===== src/rtl/ccff_pkg.sv =====
`default_nettype none
// ============================================================================
// Module   : ccff_pkg
// Brief    : Shared types and helpers for configuration-chain memories.
// Revision : 1.0 - initial release
// ============================================================================
package ccff_pkg;

    typedef enum logic [1:0] {
        ST_EMPTY   = 2'd0,
        ST_PARTIAL = 2'd1,
        ST_FULL    = 2'd2
    } ccff_state_t;

    // Counter must be able to hold the value WIDTH itself.
    function automatic int cnt_w(input int width);
        return $clog2(width + 1);
    endfunction

endpackage
`default_nettype wire


===== src/rtl/ccff_shift_reg.sv =====
`default_nettype none
// ============================================================================
// Module   : ccff_shift_reg
// Brief    : Serial config shift register with optional rotate (readback).
// Revision : 1.0 - initial release
// ============================================================================
module ccff_shift_reg #(
    parameter int WIDTH = 4
) (
    input  logic             prog_clk,
    input  logic             prog_rst_n,
    input  logic             i_shift_en,
    input  logic             i_rotate,
    input  logic             i_din,
    output logic [WIDTH-1:0] o_q,
    output logic             o_tail
);

    logic [WIDTH-1:0] r_q;
    logic [WIDTH-1:0] w_next;
    logic             w_in;

    assign w_in = i_rotate ? r_q[WIDTH-1] : i_din;

    generate
        if (WIDTH == 1) begin : g_single
            assign w_next = w_in;
        end else begin : g_multi
            assign w_next = {r_q[WIDTH-2:0], w_in};
        end
    endgenerate

    always_ff @(posedge prog_clk or negedge prog_rst_n) begin
        if (!prog_rst_n) begin
            r_q <= '0;
        end else if (i_shift_en) begin
            r_q <= w_next;
        end
    end

    assign o_q    = r_q;
    assign o_tail = r_q[WIDTH-1];

endmodule
`default_nettype wire


===== src/rtl/ccff_mem_shadow.sv =====
`default_nettype none
// ============================================================================
// Module   : ccff_mem_shadow
// Brief    : Config-chain memory segment with committed shadow, fill
//            tracking, commit checking, circular readback and parity.
// Revision : 1.0 - initial release
// ============================================================================
module ccff_mem_shadow
    import ccff_pkg::*;
#(
    parameter int               WIDTH     = 4,
    parameter logic [WIDTH-1:0] RESET_VAL = {WIDTH{1'b0}},
    parameter int               SHADOW_EN = 1
) (
    input  logic             prog_clk,
    input  logic             prog_rst_n,
    input  logic             ccff_head,
    input  logic             ccff_shift_en,
    input  logic             ccff_readback,
    input  logic             ccff_commit,
    output logic             ccff_tail,
    output logic [WIDTH-1:0] mem_out,
    output logic [WIDTH-1:0] mem_outb,
    output logic             cfg_done,
    output logic             cfg_err,
    output logic             cfg_parity
);

    localparam int CW = cnt_w(WIDTH);
    localparam logic [CW-1:0] c_full = CW'(WIDTH);

    logic [WIDTH-1:0] w_sr_q;
    logic             w_data_shift;
    logic             w_commit_ok;
    logic             w_commit_rej;

    ccff_state_t      r_state;
    ccff_state_t      w_state_nxt;
    logic [CW-1:0]    r_count;
    logic [CW-1:0]    w_count_nxt;
    logic             r_err;
    logic             r_parity;

    ccff_shift_reg #(
        .WIDTH (WIDTH)
    ) u_sr (
        .prog_clk   (prog_clk),
        .prog_rst_n (prog_rst_n),
        .i_shift_en (ccff_shift_en),
        .i_rotate   (ccff_readback),
        .i_din      (ccff_head),
        .o_q        (w_sr_q),
        .o_tail     (ccff_tail)
    );

    // Rotations never count as new data.
    assign w_data_shift = ccff_shift_en && !ccff_readback;
    assign w_commit_ok  = ccff_commit && !ccff_shift_en && (r_state == ST_FULL);
    assign w_commit_rej = ccff_commit && !w_commit_ok;

    always_ff @(posedge prog_clk or negedge prog_rst_n) begin
        if (!prog_rst_n) begin
            r_state <= ST_EMPTY;
            r_count <= '0;
        end else begin
            r_state <= w_state_nxt;
            r_count <= w_count_nxt;
        end
    end

    always_comb begin
        w_state_nxt = r_state;
        w_count_nxt = r_count;
        if (w_commit_ok) begin
            w_state_nxt = ST_EMPTY;
            w_count_nxt = '0;
        end else if (w_data_shift) begin
            if (r_count != c_full) begin
                w_count_nxt = r_count + CW'(1);
            end
            w_state_nxt = (w_count_nxt == c_full) ? ST_FULL : ST_PARTIAL;
        end
    end

    always_ff @(posedge prog_clk or negedge prog_rst_n) begin
        if (!prog_rst_n) begin
            r_err    <= 1'b0;
            r_parity <= ^RESET_VAL;
        end else if (w_commit_ok) begin
            r_err    <= 1'b0;
            r_parity <= ^w_sr_q;
        end else if (w_commit_rej) begin
            r_err    <= 1'b1;
        end
    end

    generate
        if (SHADOW_EN != 0) begin : g_shadow
            logic [WIDTH-1:0] r_shadow;
            always_ff @(posedge prog_clk or negedge prog_rst_n) begin
                if (!prog_rst_n) begin
                    r_shadow <= RESET_VAL;
                end else if (w_commit_ok) begin
                    r_shadow <= w_sr_q;
                end
            end
            assign mem_out = r_shadow;
        end else begin : g_legacy
            assign mem_out = w_sr_q;
        end
    endgenerate

    assign mem_outb   = ~mem_out;
    assign cfg_done   = (r_state == ST_FULL);
    assign cfg_err    = r_err;
    assign cfg_parity = r_parity;

endmodule
`default_nettype wire


===== config.mk =====
export PLATFORM = sky130hd
export DESIGN_NAME = ccff_mem_shadow
export DESIGN_NICKNAME = d
export VERILOG_FILES = /design/src/rtl/ccff_pkg.sv /design/src/rtl/ccff_shift_reg.sv /design/src/rtl/ccff_mem_shadow.sv
export SDC_FILE = /design/constraint.sdc
export NUM_CORES = 1
export LEC_CHECK = 0
export CELL_PAD_IN_SITES_DETAIL_PLACEMENT = 0
export CELL_PAD_IN_SITES_GLOBAL_PLACEMENT = 1
export CORE_ASPECT_RATIO = 0.8
export CORE_UTILIZATION = 36
export CTS_CLUSTER_DIAMETER = 30
export DETAILED_ROUTE_END_ITERATION = 7
export PLACE_DENSITY = 0.84
export SETUP_SLACK_MARGIN = 0.5
export SLEW_MARGIN = 10
export SYNTH_ARGS = -nofsm -noshare
export SYNTH_HDL_FRONTEND = slang
export SYNTH_SLANG_ARGS = --single-unit

===== constraint.sdc =====
create_clock -name prog_clk -period 1.65 [get_ports prog_clk]
set_clock_uncertainty 0.1 [all_clocks]
set_input_delay 0.33 -clock prog_clk [delete_from_list [all_inputs] [get_ports prog_clk]]
set_output_delay 0.33 -clock prog_clk [all_outputs]
set_load 0.02 [all_outputs]

After elaboration in Yosys (flattened, before gate mapping)
Cells that the tools add are included.
Widths: inputs -> output; s select.
- word-level logic and storage cells: 32
- flip-flop bits (word level): 15
- input port bits: 6
- reductions and logical operators: 10
- muxes and demuxes: 11
- bitwise gates (word level): 1
- add/subtract/negate cells: 1
- equality and inequality tests: 3
- operator list (kind ; number):
    $mux 3 ; 5
    $mux 2 ; 3
    $logic_and 1x1->1 ; 4
    $not 4->4 ; 1
    $reduce_bool 2->1 ; 2
    $reduce_xor 4->1 ; 1
    $add 3x1->3 const B ; 1
    $eq 3x3->1 const B ; 1
    $logic_not 1->1 ; 3
    $mux 1 ; 3
    $ne 3x3->1 const B ; 1
    $eq 2x2->1 const B ; 1

Longest topological paths before layout
- depth after elaboration: 8
- gate-level depth with buffers: 5

Hierarchy
Synthesis repeated with hierarchy kept, for this count alone.
- cells, all modules: 65
- area, all modules: 718.2 sq um
- modules (own cells, without submodules) (module ; cells each ; area an instance (sq um) ; instances ; sequential area each (sq um)):
    ccff_mem_shadow ; 54 ; 558.0 ; 1 ; 275.3
    ccff_shift_reg ; 11 ; 160.2 ; 1 ; 100.1

Worst setup path before layout
Ideal clock, no wire load.
- kind: register to register
- from: reg r_count[0]
- to: reg r_state[0]
- path buffers: 0
- data required time: 1418 ps
- library setup time: 132 ps
- slack: 294 ps
- stages on the path, launching flop included: 5
- arrival time: 1125 ps
- cells stage by stage: dfrtp_1 -> ha_1 -> nor2_1 -> a2111oi_4 -> a21oi_1
- cells in the longest elaborated chain, start to end: 8
- elaborated cells on any way between the ends: 9
- classes of those cells: 1 x add/sub; 2 x eq/ne; 6 x mux
- ends and longest elaborated chain (element ; RTL line ; text):
    from (decl) ; ccff_mem_shadow.sv:39 ; logic [CW-1:0] r_count;
    from (signal assigned) ; ccff_mem_shadow.sv:67 ; r_count <= w_count_nxt;
    $add 3x1->3 / $ne 3x3->1 (equally long branches) ; ccff_mem_shadow.sv:79, ccff_mem_shadow.sv:78 ;
    $mux 3 (*) ; ccff_mem_shadow.sv:78 ; if (r_count != c_full) begin
    $mux 3 (*) ; ccff_mem_shadow.sv:77 ; end else if (w_data_shift) begin
    $mux 3 (*) ; ccff_mem_shadow.sv:74 ; if (w_commit_ok) begin
    $eq 3x3->1 (*) ; ccff_mem_shadow.sv:81 ; w_state_nxt = (w_count_nxt == c_full) ? ST_FULL : ST_PARTIAL;
    $mux 2 (*) ; ccff_mem_shadow.sv:81 ;
    $mux 2 (*) ; ccff_mem_shadow.sv:77 ;
    $mux 2 (*) ; ccff_mem_shadow.sv:74 ;
    to (signal assigned) ; ccff_mem_shadow.sv:66 ; r_state <= w_state_nxt;
    to (decl) ; ccff_mem_shadow.sv:37 ; ccff_state_t r_state;
Mark *: on every way between the ends. The rest lies on a longest branch, timed or not. The select of a mux whose other input is x is not followed.
A chain may end at the register's enable or synchronous reset.

Final worst setup path
- from: reg r_state[0]
- to: out cfg_done
- cells in the longest elaborated chain, start to end: 1
- ends and longest elaborated chain (element ; RTL line ; text):
    $eq 2x2->1 ; ccff_mem_shadow.sv:114 ; assign cfg_done = (r_state == ST_FULL);
    to (decl) ; ccff_mem_shadow.sv:24 ; output logic cfg_done,
No other way between the ends.

==> summary.txt <==
Max H-tree Level -> 1
Detailed Route WL -> 1580 microns
Hold bufs inserted after CTS -> 0
Crit start category -> register
Die area -> 2250 sq um
P_sw -> 0.000751 W
DR pass1 iterations -> 2
Hold Path Class -> in2async
GRT busiest layer -> met1
DIE WIDTH -> 52.8 microns
LEAKAGE -> 0.500 nW
Max Fanout on Critical Path -> 2
Number of diodes -> 0
Fillers -> 156
Nets -> 108
Pwr Total -> 0.00196 W
Final Slew Violations -> 0
Vias in the first global route -> 539
Aggregate global-route resource usage -> 16.3%
# placed instances -> 108
Crit path cell chain -> nor2b_4, buf_6
Sink Count -> 15
Worst IR drop on VDD -> 0.895 mV
Root Buffer -> clkbuf_4
Min Tclk post-route -> 1.39 ns
Site Rows -> 14
Max Cap Violations -> 0
Post-synth cell types -> 23
Hold slack -> 0.199 ns
WP depth -> 2
CTS tree -> yes
Multi-input logic area -> 398 sq um
Clk pwr share -> 11.0%
Sequential element share of the synthesized area -> 50.5%
Antenna violations before repair -> 0
# IOs -> 18
Per-cell routed wire length -> 12.9 microns
Storage cell area -> 377 sq um
Measured slew at the worst slew-check pin -> 0.347 ns
Clock Path Buffers -> 2
R2R depth -> 5
Yosys Warn Count -> 0
Reg clk slew, reported paths -> 0.09 ns
PwrDens -> 1700 nW/um^2
Synth Net Count -> 73
Crit path DAT -> 0.96 ns
CP Capture Type -> output pin
First-pass GRT wire length -> 2590 microns
Worst stage delay on the critical path -> 0.42 ns
Largest delay contributor family on the critical path -> flip-flops
Post-DR vias/cell -> 4.69
Routed vias -> 577
Synth Cell Area -> 743 sq um
Met2 Use GR -> 22.5%
Layout cells sized above 1 -> 59.6%
Fmax -> 721 MHz
DR DRC count -> 0
DIE HEIGHT -> 42.6 microns
DP Wirelength -> 1070 microns
Sw Share -> 38.4%
Crit path buf inv count -> 1
Setup CP Type -> reg2out
Period utilisation layout -> 84.0%
Rel. slew slack -> 76.8%
RSZ-0062 raised after global routing -> true
Critical Path RT -> 1.22 ns
Clock buffer count from CTS -> 3
Seq cells post-synth -> 15
M3 GR Usage -> 6.16%
Setup-failing EPs final -> 0
P&R area growth vs syn -> 54.5%
Core region area -> 1910 sq um
Status -> completed
Non-filler instance count after layout -> 123
Synth Area per Inst -> 11.4 sq um
Starting Density -> 38.9%
GRT Residual Overflow -> 0
Sequential cell fraction of total power -> 32.7%
Met1 Use GR -> 23.8%
Routability cong. -> 0.801
Largest net degree at the start of global routing -> 10
Slowest-stage cell, CP -> dfrtp_1
Comb pwr share -> 56.3%
Post-Synthesis Cells -> 65
Drt initial violations -> 8
ANT nets after route -> 0
Count of input and output buffers -> 17
Clock Latency Late Sink -> 0.29 ns
Hold Vio Cnt, Final -> 0
Internal power consumption -> 0.00121 W
==> power by group through the flow <==
stage	combinational, W	clock (W)	sequential, W
final	0.00110	0.000216	0.000640
after global routing	0.00119	0.000236	0.000659
after CTS	0.000999	0.000221	0.000636
after detailed placement	0.000900	0	0.000625
after global placement	0.000892	0	0.000619
after floorplan	0.000514	0	0.000690
==> sequential cells by signal, summed over array words and instances, names as in the netlist <==
register / count
r_count: 3
cfg_err: 1
mem_out: 4
u_sr.o_q: 4
cfg_parity: 1
r_state: 2
==> Yosys cell counts <==
library cell	n	area (sq um)
o22ai_1	1	6.26
and4bb_4	1	16.3
nand2_1	6	22.5
nor2b_1	2	12.5
o21ai_0	2	10.0
o31ai_1	1	7.51
buf_12	1	20.0
mux2_2	3	33.8
mux2i_1	1	10.0
o21ai_2	2	17.5
a21oi_1	4	20.0
xnor2_1	4	35.0
buf_6	1	11.3
nor2_1	6	22.5
a311oi_1	1	8.76
o2bb2ai_1	1	8.76
nand2_2	2	12.5
and2b_2	1	8.76
inv_1	6	22.5
nand2b_2	1	8.76
ha_1	2	25.0
dfrtp_1	15	375
a2111oi_4	1	27.5
==> placed cells by master (no fill, tap or decap) <==
master and n:
o2bb2ai_1 1, xnor2_1 3, nand2_2 3, clkdlybuf4s50_1 3, a2111oi_4 1, o21ai_2 2
nand2_1 5, clkbuf_1 1, o22ai_1 1, xnor2_2 1, a21oi_2 1, and2b_2 1
mux2i_2 1, o31ai_2 1, mux2_2 3, ha_4 2, inv_2 6, nor2b_4 2
o21ai_1 1, nand2b_2 1, nor2_2 2, buf_6 13, dfrtp_1 14, dlymetal6s2s_1 1
dlygate4sd2_1 1, o21ai_0 1, a311oi_1 1, clkbuf_4 3, a21oi_1 3, buf_4 13
dfrtp_2 1, nor2_1 4, and4bb_4 2
==> worst register-to-register path, stage by stage (launching register included) <==
cell	delay [ns]
dfrtp_2	0.46
inv_2	0.08
ha_4	0.14
nor2b_4	0.05
a2111oi_4	0.31
a21oi_1	0.11
==> timing repair <==
action	CTS	global route
resized for setup	80	7
setup endpoints to repair	26	24
gates cloned	1	0
pin swaps	4	3
setup buffers	4	6
==> through the flow <==
step | TNS (ns) | cell area (sq um) | setup slack [ns] | util [%]
after floorplan | 0 | 790 | 0.361 | -
after global placement | 0 | 985 | 0.0364 | 51.6
after detailed placement | -0.000756 | 985 | -0.000756 | 51.6
after CTS | 0 | 1080 | 0.267 | 56.7
after global routing | 0 | 1150 | 0.206 | 60.2
final | 0 | 1150 | 0.263 | 60.2
==> logic make-up after synthesis <==
group	synth area share (%)
adders and majority gates	3.37
buffers and inverters	7.24
muxes	5.89
xor gates and xnor gates	4.71
AOI/OAI and AO/OA	14.3
and+or+nand+nor	14.0
DFF	50.5
==> per-layer routing <==
| layer | share of wire [%] | vias up | routed length, microns |
|---|---|---|---|
| met3 | 4.1 | 0 | 65 |
| li1 | - | 290 | - |
| met1 | 52 | 274 | 815 |
| met5 | 0 | - | 0 |
| met2 | 44 | 13 | 700 |
| met4 | 0 | 0 | 0 |
==> area by class of cell <==
cell class	count	share of cell area, %
clock buffer	4	2.29
inverter	6	1.96
multi-input combinational	43	34.6
sequential	15	32.8
tap	24	2.61
timing repair buffer	31	25.7
==> path summary, 6_finish.rpt <==
check	from	endpoint	slack [ns]
max	r_state[0]	cfg_done	0.26
min	prog_rst_n	mem_out[0]	0.20
max reg2reg	r_count[0]	r_state[0]	0.28
min reg2reg	cfg_parity	cfg_parity	0.47
max in group asynchronous	prog_rst_n	mem_out[3]	0.79
min in group prog_clk	ccff_readback	r_count[0]	0.38
No activity file was read; power rests on OpenSTA's default activity.
